`config.mk`:
```
export PLATFORM = sky130hd
export DESIGN_NAME = uart_tx_arbiter_flat
export DESIGN_NICKNAME = d
export VERILOG_FILES = /design/src/rtl/uart_tx_arbiter_if.sv /design/src/rtl/uart_tx_arbiter.sv /design/src/flat_wrapper.sv
export SDC_FILE = /design/constraint.sdc
export NUM_CORES = 1
export LEC_CHECK = 0
export CAP_MARGIN = 10
export CORE_MARGIN = 3
export CORE_UTILIZATION = 30
export DETAILED_ROUTE_END_ITERATION = 7
export PLACE_DENSITY_LB_ADDON = 0.2
export SLEW_MARGIN = 20
export SYNTH_ARGS = -nofsm -noshare
export SYNTH_HDL_FRONTEND = slang
export SYNTH_SLANG_ARGS = --single-unit
```
`constraint.sdc`:
```
create_clock -name clk -period 5.6 [get_ports clk]
set_input_delay 0.56 -clock clk [delete_from_list [all_inputs] [get_ports clk]]
set_output_delay 0.56 -clock clk [all_outputs]
set_load 0.01 [all_outputs]
```
`src/rtl/uart_tx_arbiter_if.sv`:
```
// Handshake bundle between byte producers, the arbiter and the uart transmitter.
// master: arbiter side; slave: client/transmitter side.
interface uart_tx_arbiter_if #(
    parameter int unsigned NREQ = 4
);
    logic [NREQ-1:0]   req;
    logic [8*NREQ-1:0] data;
    logic [NREQ-1:0]   ack;
    logic [7:0]        uart_din;
    logic              uart_wr_en;
    logic              uart_wr_rdy;
    logic [2:0]        grant_id;
    logic              busy;
    logic              err;

    modport master (
        input  req, data, uart_wr_rdy,
        output ack, uart_din, uart_wr_en, grant_id, busy, err
    );

    modport slave (
        output req, data, uart_wr_rdy,
        input  ack, uart_din, uart_wr_en, grant_id, busy, err
    );
endinterface

```
`src/rtl/uart_tx_arbiter.sv`:
```
// Round-robin arbiter sharing one uart_tx between NREQ byte producers.
// Define UART_ARB_FIXED_PRIO_EN for fixed priority (lowest index wins, ptr held at 0).
module uart_tx_arbiter #(
    parameter int unsigned NREQ    = 4,
    parameter int unsigned TIMEOUT = 15
) (
    input  logic                   clk,
    input  logic                   rst,
    uart_tx_arbiter_if.master      bus
);
    typedef enum logic [1:0] {
        IDLE,
        ISSUE,
        WAIT_BUSY,
        WAIT_DONE
    } state_t;

    state_t          state_q;
    logic [2:0]      ptr_q;
    logic [7:0]      cnt_q;
    logic [NREQ-1:0] ack_q;
    logic [7:0]      din_q;
    logic            wr_en_q;
    logic [2:0]      grant_q;
    logic            busy_q;
    logic            err_q;

    logic            pick_vld;
    logic [2:0]      pick_idx;

    // Scan starting at ptr_q, wrapping modulo NREQ; the first set request wins.
    always_comb begin
        int unsigned idx;
        pick_vld = 1'b0;
        pick_idx = '0;
        idx      = 0;
        for (int unsigned k = 0; k < NREQ; k++) begin
            idx = 32'(ptr_q) + k;
            if (idx >= NREQ) begin
                idx = idx - NREQ;
            end
            if (!pick_vld && bus.req[idx]) begin
                pick_vld = 1'b1;
                pick_idx = 3'(idx);
            end
        end
    end

    always_ff @(posedge clk) begin
        if (rst) begin
            state_q <= IDLE;
            ptr_q   <= '0;
            cnt_q   <= '0;
            ack_q   <= '0;
            din_q   <= '0;
            wr_en_q <= 1'b0;
            grant_q <= '0;
            busy_q  <= 1'b0;
            err_q   <= 1'b0;
        end else begin
            ack_q   <= '0;
            wr_en_q <= 1'b0;
            err_q   <= 1'b0;
            case (state_q)
                IDLE: begin
                    if (pick_vld && bus.uart_wr_rdy) begin
                        din_q   <= bus.data[8*pick_idx +: 8];
                        grant_q <= pick_idx;
                        ack_q   <= {{(NREQ-1){1'b0}}, 1'b1} << pick_idx;
`ifndef UART_ARB_FIXED_PRIO_EN
                        ptr_q   <= (32'(pick_idx) + 32'd1 == NREQ) ? 3'd0 : pick_idx + 3'd1;
`endif
                        busy_q  <= 1'b1;
                        state_q <= ISSUE;
                    end
                end
                ISSUE: begin
                    wr_en_q <= 1'b1;
                    cnt_q   <= '0;
                    state_q <= WAIT_BUSY;
                end
                WAIT_BUSY: begin
                    // Ready dropping takes precedence over a timeout in the same cycle.
                    if (!bus.uart_wr_rdy) begin
                        state_q <= WAIT_DONE;
                    end else if (cnt_q == 8'(TIMEOUT)) begin
                        err_q   <= 1'b1;
                        busy_q  <= 1'b0;
                        state_q <= IDLE;
                    end else if (cnt_q != 8'hFF) begin
                        cnt_q <= cnt_q + 8'd1;
                    end
                end
                WAIT_DONE: begin
                    if (bus.uart_wr_rdy) begin
                        busy_q  <= 1'b0;
                        state_q <= IDLE;
                    end
                end
                default: begin
                    busy_q  <= 1'b0;
                    state_q <= IDLE;
                end
            endcase
        end
    end

    assign bus.ack        = ack_q;
    assign bus.uart_din   = din_q;
    assign bus.uart_wr_en = wr_en_q;
    assign bus.grant_id   = grant_q;
    assign bus.busy       = busy_q;
    assign bus.err        = err_q;
endmodule

```
`src/flat_wrapper.sv`:
```
// flat-port wrapper written by rule: the top's interface ports become plain ports
module uart_tx_arbiter_flat 
#(
    parameter int unsigned NREQ    = 4,
    parameter int unsigned TIMEOUT = 15
)
  (clk, rst, bus_req, bus_data, bus_uart_wr_rdy, bus_ack, bus_uart_din, bus_uart_wr_en, bus_grant_id, bus_busy, bus_err);
  uart_tx_arbiter_if #(.NREQ(NREQ)) bus_i ();
  input  logic clk;
  input  logic rst;
  input wire logic [$bits(bus_i.req)-1:0] bus_req;
  input wire logic [$bits(bus_i.data)-1:0] bus_data;
  input wire logic [$bits(bus_i.uart_wr_rdy)-1:0] bus_uart_wr_rdy;
  output wire logic [$bits(bus_i.ack)-1:0] bus_ack;
  output wire logic [$bits(bus_i.uart_din)-1:0] bus_uart_din;
  output wire logic [$bits(bus_i.uart_wr_en)-1:0] bus_uart_wr_en;
  output wire logic [$bits(bus_i.grant_id)-1:0] bus_grant_id;
  output wire logic [$bits(bus_i.busy)-1:0] bus_busy;
  output wire logic [$bits(bus_i.err)-1:0] bus_err;
  assign bus_i.req = bus_req;
  assign bus_i.data = bus_data;
  assign bus_i.uart_wr_rdy = bus_uart_wr_rdy;
  assign bus_ack = bus_i.ack;
  assign bus_uart_din = bus_i.uart_din;
  assign bus_uart_wr_en = bus_i.uart_wr_en;
  assign bus_grant_id = bus_i.grant_id;
  assign bus_busy = bus_i.busy;
  assign bus_err = bus_i.err;
  uart_tx_arbiter #(.NREQ(NREQ), .TIMEOUT(TIMEOUT)) u_core (.clk(clk), .rst(rst), .bus(bus_i));
endmodule
```
After elaboration in Yosys (flattened, before gate mapping). Index checks and enable logic that the tools add are counted.

Word-level logic and storage cells: 99. Output and inout bits: 18. RAM bits: 0. ROM bits: 0. Bits in latches: 0. Flip-flop bits (word level): 31. Memories kept: 0.

Add/subtract/negate cells: 10. Muxes and demuxes: 37. Magnitude comparators: 8. Shift-type cells: 2. Bitwise operators: 4. Equality and inequality tests: 13. Reductions and logical operators: 16. Multipliers: 0. Div/mod/pow operators: 0.

Operators by type and width (number): 32-bit by 3-bit less-than comparator with 1-bit output, second input constant (4); 32-bit two-way mux (4); 32-bit by 3-bit >= comparator with 1-bit output, second input constant (3); 32-bit by 3-bit subtractor with 32-bit output, second input constant (3); 32-bit by 3-bit == test with 1-bit output, second input constant (1); 32-bit by 7-bit indexed part select with 8-bit output (1); 8-bit two-way mux (3); 8-bit case mux with 2 select lines (1); 3-bit two-way mux (5); 1-bit two-way mux (14); 3-bit by 1-bit adder with 4-bit output, second input constant (2); 3-bit by 2-bit adder with 4-bit output, second input constant (2); 8-bit by 1-bit adder with 8-bit output, second input constant (1); 1-bit binary-select mux with 2-bit select (4); 8-bit by 4-bit == test with 1-bit output, second input constant (1); 2-bit two-way mux (4); 8-bit != test, second input constant (1); 2-bit case mux with 4 select lines (1); 2-bit by 1-bit != test with 1-bit output, second input constant (3); 2-bit != test, second input constant (3); 3-bit OR reduction (2); 5-bit AND reduction (1); 2-bit == test, second input constant (2); 1-bit logical AND (4); 15 further kinds (20).

Depth between registers and ports, before layout. Gate-level depths: netlist of run 1.

Depth after elaboration: 17. Gate-level depth with buffers: 11. Gate-level depth less buffers: 8.

Worst setup path before layout of run 1. Ideal clock, no wire load.

Kind: reg2reg. Start point: reg u_core.ptr_q[0]. End point: reg u_core.din_q[1] (netlist: u_core.bus.uart_din[1]). Period minus slack after synthesis: 2.711 ns. Setup slack: 2.889 ns. Cell stages (with the launch flop): 11. Data arrival time: 2.632 ns. Setup time: 0.079 ns. Path through: dfxtp_1 -> buf_2 -> inv_1 -> ha_1 -> clkbuf_1 -> mux4_2 -> nor2b_4 -> a221o_1 -> nand4_1 -> or2_1 -> o211ai_1.

Cells in the longest elaborated chain, start to end: 16.

RTL lines: start: declaration (line uart_tx_arbiter.sv:19) `logic [2:0] ptr_q;`; start signal: assignment (line uart_tx_arbiter.sv:71) `ptr_q <= (32'(pick_idx) + 32'd1 == NREQ) ? 3'd0 : pick_idx + 3'd1;`; parallel branches: the longest is 16 deep, another holds 32-bit by 3-bit subtractor with 32-bit output; end signal: assignment (line uart_tx_arbiter.sv:67) `din_q <= bus.data[8*pick_idx +: 8];`; end: declaration (line uart_tx_arbiter.sv:22) `logic [7:0] din_q;`.

Parallel ways; which one is timed is not known. The select of a mux whose other input is x is not followed. A chain may end at the register's enable or synchronous reset.

Final worst setup path of run 1.
Start point: reg u_core.ptr_q[0]. End point: reg u_core.din_q[3] (netlist: u_core.bus.uart_din[3]).

Same word-level chain as after synthesis.

==> reports/metrics.csv, run 1 <==
metric,value,unit
async_flop_share,0,
synth-edff-count,0,
cts_setup_buffers,0,
criticalPathCategory,reg -> reg,
worstPathArrival,3.53,ns
viasPerCell,4.96,
syn_area_per_cell,8.68,µm²
holdBufCountCts,0,
max_freq,0.300,GHz
synth_largest_area_cell,dfxtp_1,
drt_wl_total,4270,µm
synth_area_leaders,"dfxtp_1 34%, mux2i_1 10%, nor2_1 5.9%",
reg2reg_depth,8,
crit_path_end_kind,flop,
grt_pass1_wl,7420,µm
path_clk_slew,0.07,ns
slew_viol_final,0,
grt_usage,0.127,
grt_overflow,0,
fin_crit,3.33,ns
io_pins,57,
fin_nets,308,
syn-num-nets,256,
cp-startpoint,u_core.ptr_q[0],
endpoint,u_core.bus.uart_din[3],
skew,0.00479,ns
via_count,1678,
cts_sinks,31,
syn_to_final_growth,37.2,%
die_w,84.5,µm
fin_area,2530,µm²
synthesis.area,1850,µm²
core_area,5740,µm²
reg2reg_to,u_core.bus.uart_din[3],
die_h,84.5,µm
start_util,0.322,
cts_made_buffers,5,
stdcell_count,338,
die_area,7140,µm²
worst-path-max-fanout,22,
ys_ff_latch,31,
row_count,27,
wl_per_cell,12.6,µm
cap_violations,0,
place.gp.congestion,0.803,
fin_crit_sh,0.594,
drcViolationCount,0,
placed_area,2440,µm²
yosysMostFrequentCell,dfxtp_1,
cp-start-kind,flop,
synth_cell_types,45,
diodes,0,
hp-start,u_core.bus.uart_din[7],
root_buffer,clkbuf_8,
cts-htree-levels,2,
status,finished clean,
worst_pin_slew,0.814,ns
netlist_instances,213,
power_density,254,nW/µm²
setup_tns,0,ns
placed_cells,330,
cts_buffer_depth,2,
cts_tree,built,
r2r_start,u_core.ptr_q[0],
hold_class,reg -> reg,
finalSetupViolCount,0,
rsz0062_at_grt,false,
yosysTopAreaCellShare,0.336,
first_pass_iters,4,
leakage,0.941,nW
drtIter0Drc,35,
hold_viol_final,0,
clkLatencyLatePin,0.28,ns
synth_warnings,0,
synth_ff_type,dfxtp_1,
irDropWorstVdd,0.127,mV
dp_hpwl,3200,µm
post_cts_resized,0,
io_buffers,56,
drive_gt1_frac,0.0714,
grt_pass1_vias,1614,
antenna_found_initial,0,
slew-limit-headroom,0.457,
required,5.80,ns
ff2ff_setup_slack,2.27,ns
seq_area_frac_synth,0.336,
final_antenna_net_count,0,
ys_top_cells_by_count,"31 x dfxtp_1, 29 x nor2_1, 19 x mux2i_1, 18 x nand2_1, 11 x a21oi_1",
grt_max_degree,23,
-- state kept, by name, summed over array words and instances (netlist names) --
signal	count
u_core.bus.ack	4
u_core.bus.busy	1
u_core.bus.err	1
u_core.bus.grant_id	3
u_core.bus.uart_din	8
u_core.bus.uart_wr_en	1
u_core.cnt_q	8
u_core.ptr_q	3
u_core.state_q	2
-- critical path: stages, from the launching register on --
cell and delay, ns:
dfxtp_1 0.85, inv_1 0.21, ha_1 0.53, mux4_2 0.41, nor2b_4 0.19, a221o_1 0.24
nand4_1 0.37, or2_1 0.35, o211ai_1 0.09
-- final cells by class --
cell class,count,area (µm²)
Inverter,4,15.0
Clock inverter,3,15.0
Tap cell,72,90.1
Sequential cell,31,621
Clock buffer,5,68.8
Timing Repair Buffer,56,561
Multi-Input combinational cell,167,1160
Fill cell,610,3210
-- how the worst min path moves through the flow --
stage | to | cells after the start
2_1_floorplan | u_core.ptr_q[2] | 2
3_3_place_gp | u_core.bus.uart_din[4] | 2
3_5_place_dp | u_core.bus.uart_din[7] | 2
4_1_cts | u_core.bus.uart_din[7] | 2
5_1_grt | u_core.bus.uart_din[1] | 2
6_report | u_core.bus.uart_din[7] | 2
-- routing by layer --
layer  track usage  vias to the layer above  wire length (µm)  share of wire
li1              -                      870                 -              -
met1         0.165                      744              2060           0.48
met2         0.184                       57              1770           0.41
met3        0.0667                        7               386          0.090
met4        0.0345                        0                58          0.014
met5             0                        -                 0              0
-- cell families (layout without fill, tap and decap cells) --
family | count (synthesis) | in the layout | synth area share
buffers and inverters | 15 | 68 | 0.0379
and+or+nand+nor | 89 | 89 | 0.252
adders and majority gates | 4 | 4 | 0.0271
AOI/OAI and AO/OA | 43 | 43 | 0.163
xor gates and xnor gates | 7 | 7 | 0.0332
muxes | 24 | 24 | 0.152
DFF | 31 | 31 | 0.336
-- cell usage in the layout, fill, tap and decap left out, types with 2 or more instances in the layout --
cell type,count
mux2_2,2
nor2b_1,3
a221oi_1,2
o211ai_1,8
a211o_1,2
nor2_1,29
xor2_1,7
clkbuf_8,5
ha_1,4
nand2b_1,6
and3_1,3
inv_1,3
a21oi_1,11
nor4_1,3
nand3b_1,4
o21ai_0,5
nand4_1,4
mux4_2,3
dfxtp_1,31
clkdlybuf4s50_1,56
a211oi_1,3
nand2_1,18
clkinv_2,3
mux2i_1,19
nor3_1,6
or2_1,7
-- metrics by stage --
step	util	setup WS, ns	total power, mW	hold slack (ns)
2_1_floorplan	-	2.89	0.406	0.434
3_3_place_gp	0.425	2.19	0.485	0.452
3_5_place_dp	0.425	2.14	0.484	0.467
4_1_cts	0.440	2.14	0.655	0.483
5_1_grt	0.441	1.95	0.691	0.507
6_report	0.441	2.27	0.645	0.474
-- report_power, final --
| part | internal (mW) | switching [mW] |
|---|---|---|
| Combinational | 0.117 | 0.102 |
| Sequential | 0.240 | 0.0192 |
| Clock | 0.0848 | 0.0824 |
Note: power is estimated with default switching activity, not from simulation.
==> run 2: changes to the inputs <==
==> constraint.sdc (replaced) <==
create_clock -name clk -period 3.05 [get_ports clk]
set_input_delay 0.305 -clock clk [delete_from_list [all_inputs] [get_ports clk]]
set_output_delay 0.305 -clock clk [all_outputs]
set_load 0.01 [all_outputs]
==> run 2 against run 1 <==
Against the previous run:
- hold slack got worse by 0.0078 ns
- core utilization rose by 0.89 points
- fmax rose by 24%
- combinational power rose by 100%
- largest cell class unchanged
- worst setup slack got worse by 1.9 ns
- critical path type unchanged
- non-clock buffer count rose by 4
==> reports/metrics.csv, run 2 (synthesized netlist as in run 1, its figures left out) <==
metric,value,unit
regArea,621,µm²
cts_buffer_depth,2,
syn_to_final_growth,39.9,%
status,finished clean,
cts_sinks,31,
slew_viol_final,0,
placed_area,2490,µm²
root_buffer,clkbuf_8,
fillerInstances,608,
first_pass_iters,4,
via_count,1673,
final_common_cell,clkdlybuf4s50_1,
multiInputGateArea,1160,µm²
holdBufCountCts,0,
place.gp.congestion,0.822,
antenna_found_initial,0,
placed_cells,334,
clkLatencyLatePin,0.27,ns
worst_pin_slew,0.851,ns
cp-start-kind,flop,
crit_path_end_kind,flop,
post-route-util,0.450,
final_antenna_net_count,0,
fin_crit_sh,0.878,
required,3.25,ns
post_cts_resized,0,
cts-htree-levels,2,
die_w,84.5,µm
drive_gt1_frac,0.0815,
worstPathArrival,2.87,ns
grt_usage,0.122,
die_area,7140,µm²
setup_tns,0,ns
fin_crit,2.68,ns
hold_viol_final,0,
fin_ws,0.373,ns
leakage,0.969,nW
wl_per_cell,12.5,µm
grt_pass1_wl,7160,µm
path_clk_slew,0.06,ns
row_count,27,
irDropWorstVdd,0.256,mV
skew,0.00427,ns
rsz0062_at_grt,false,
cp_slowest_cell,ha_1,
io_pins,57,
cap_violations,0,
holdWs,0.466,ns
cts_made_buffers,5,
max_freq,0.374,GHz
finalSetupViolCount,0,
slew-limit-headroom,0.428,
fin_area,2590,µm²
grt_pass1_vias,1522,
drcViolationCount,0,
cp_cell_sequence,inv_1 > ha_1 > mux4_2 > nor2b_4 > a221o_1 > nand4_1 > or2_1 > o211ai_1,
power_density,482,nW/µm²
start_util,0.322,
hold_class,reg -> reg,
slowest_delay,0.49,ns
drt_wl_total,4270,µm
cts_setup_buffers,0,
fin_nets,312,
diodes,0,
core_area,5740,µm²
criticalPathCategory,reg -> reg,
grt_max_degree,22,
die_h,84.5,µm
drtIter0Drc,50,
stdcell_count,342,
viasPerCell,4.89,
dpl_worst_slack,0.191,ns
dp_hpwl,3260,µm
power.total,1.25,mW
cts_tree,built,
worst-path-max-fanout,10,
grt_overflow,0,
layout_common_cells,"56 x clkdlybuf4s50_1, 31 x dfxtp_1, 29 x nor2_1",
io_buffers,56,
==> run 2: cell types whose count changed in the layout (fill, tap and decap cells not counted) <==
cell / before / now
buf_12: 0 / 1
clkbuf_1: 0 / 1
o21ai_2: 1 / 2
clkbuf_8: 5 / 7
buf_4: 0 / 3
o21ai_4: 1 / 0
clkinv_2: 3 / 0
==> run 2: metal layers <==
layer / wire, µm / up-vias / track usage
li1: - / 877 / -
met1: 2090 / 737 / 0.163
met2: 1740 / 55 / 0.176
met3: 392 / 4 / 0.0579
met4: 46 / 0 / 0.0302
met5: 0 / - / 0
==> run 2: power breakdown <==
group	switching (mW)	leakage, nW	total [mW]	internal (mW)
Clock	0.143	0.0515	0.348	0.206
Sequential	0.0178	0.253	0.458	0.440
Combinational	0.211	0.665	0.439	0.229
==> run 2: critical path: cells and delay by family, from the launching register on <==
family | cells | cell delay, ns
mux | 1 | 0.42
simple gates | 3 | 0.94
flops | 1 | 0.33
compound gates | 2 | 0.34
buf+inv | 1 | 0.08
fa+ha+maj | 1 | 0.49
==> run 2: cell type report <==
| class | count | share of cell area |
|---|---|---|
| clock buffer | 8 | 0.0387 |
| multi-input combinational | 167 | 0.448 |
| tap | 72 | 0.0348 |
| sequential | 31 | 0.240 |
| inverter | 4 | 0.00581 |
| timing repair buffer | 60 | 0.233 |
==> run 2: worst paths after layout <==
path              depth (start not counted)                      to             from  slack [ns]
hold / removal                            2         u_core.ptr_q[2]  u_core.ptr_q[2]        0.47
hold reg to reg                           2         u_core.ptr_q[2]  u_core.ptr_q[2]        0.47
setup / recovery                          8  u_core.bus.uart_din[1]  u_core.ptr_q[0]        0.37
setup reg to reg                          8  u_core.bus.uart_din[1]  u_core.ptr_q[0]        0.37
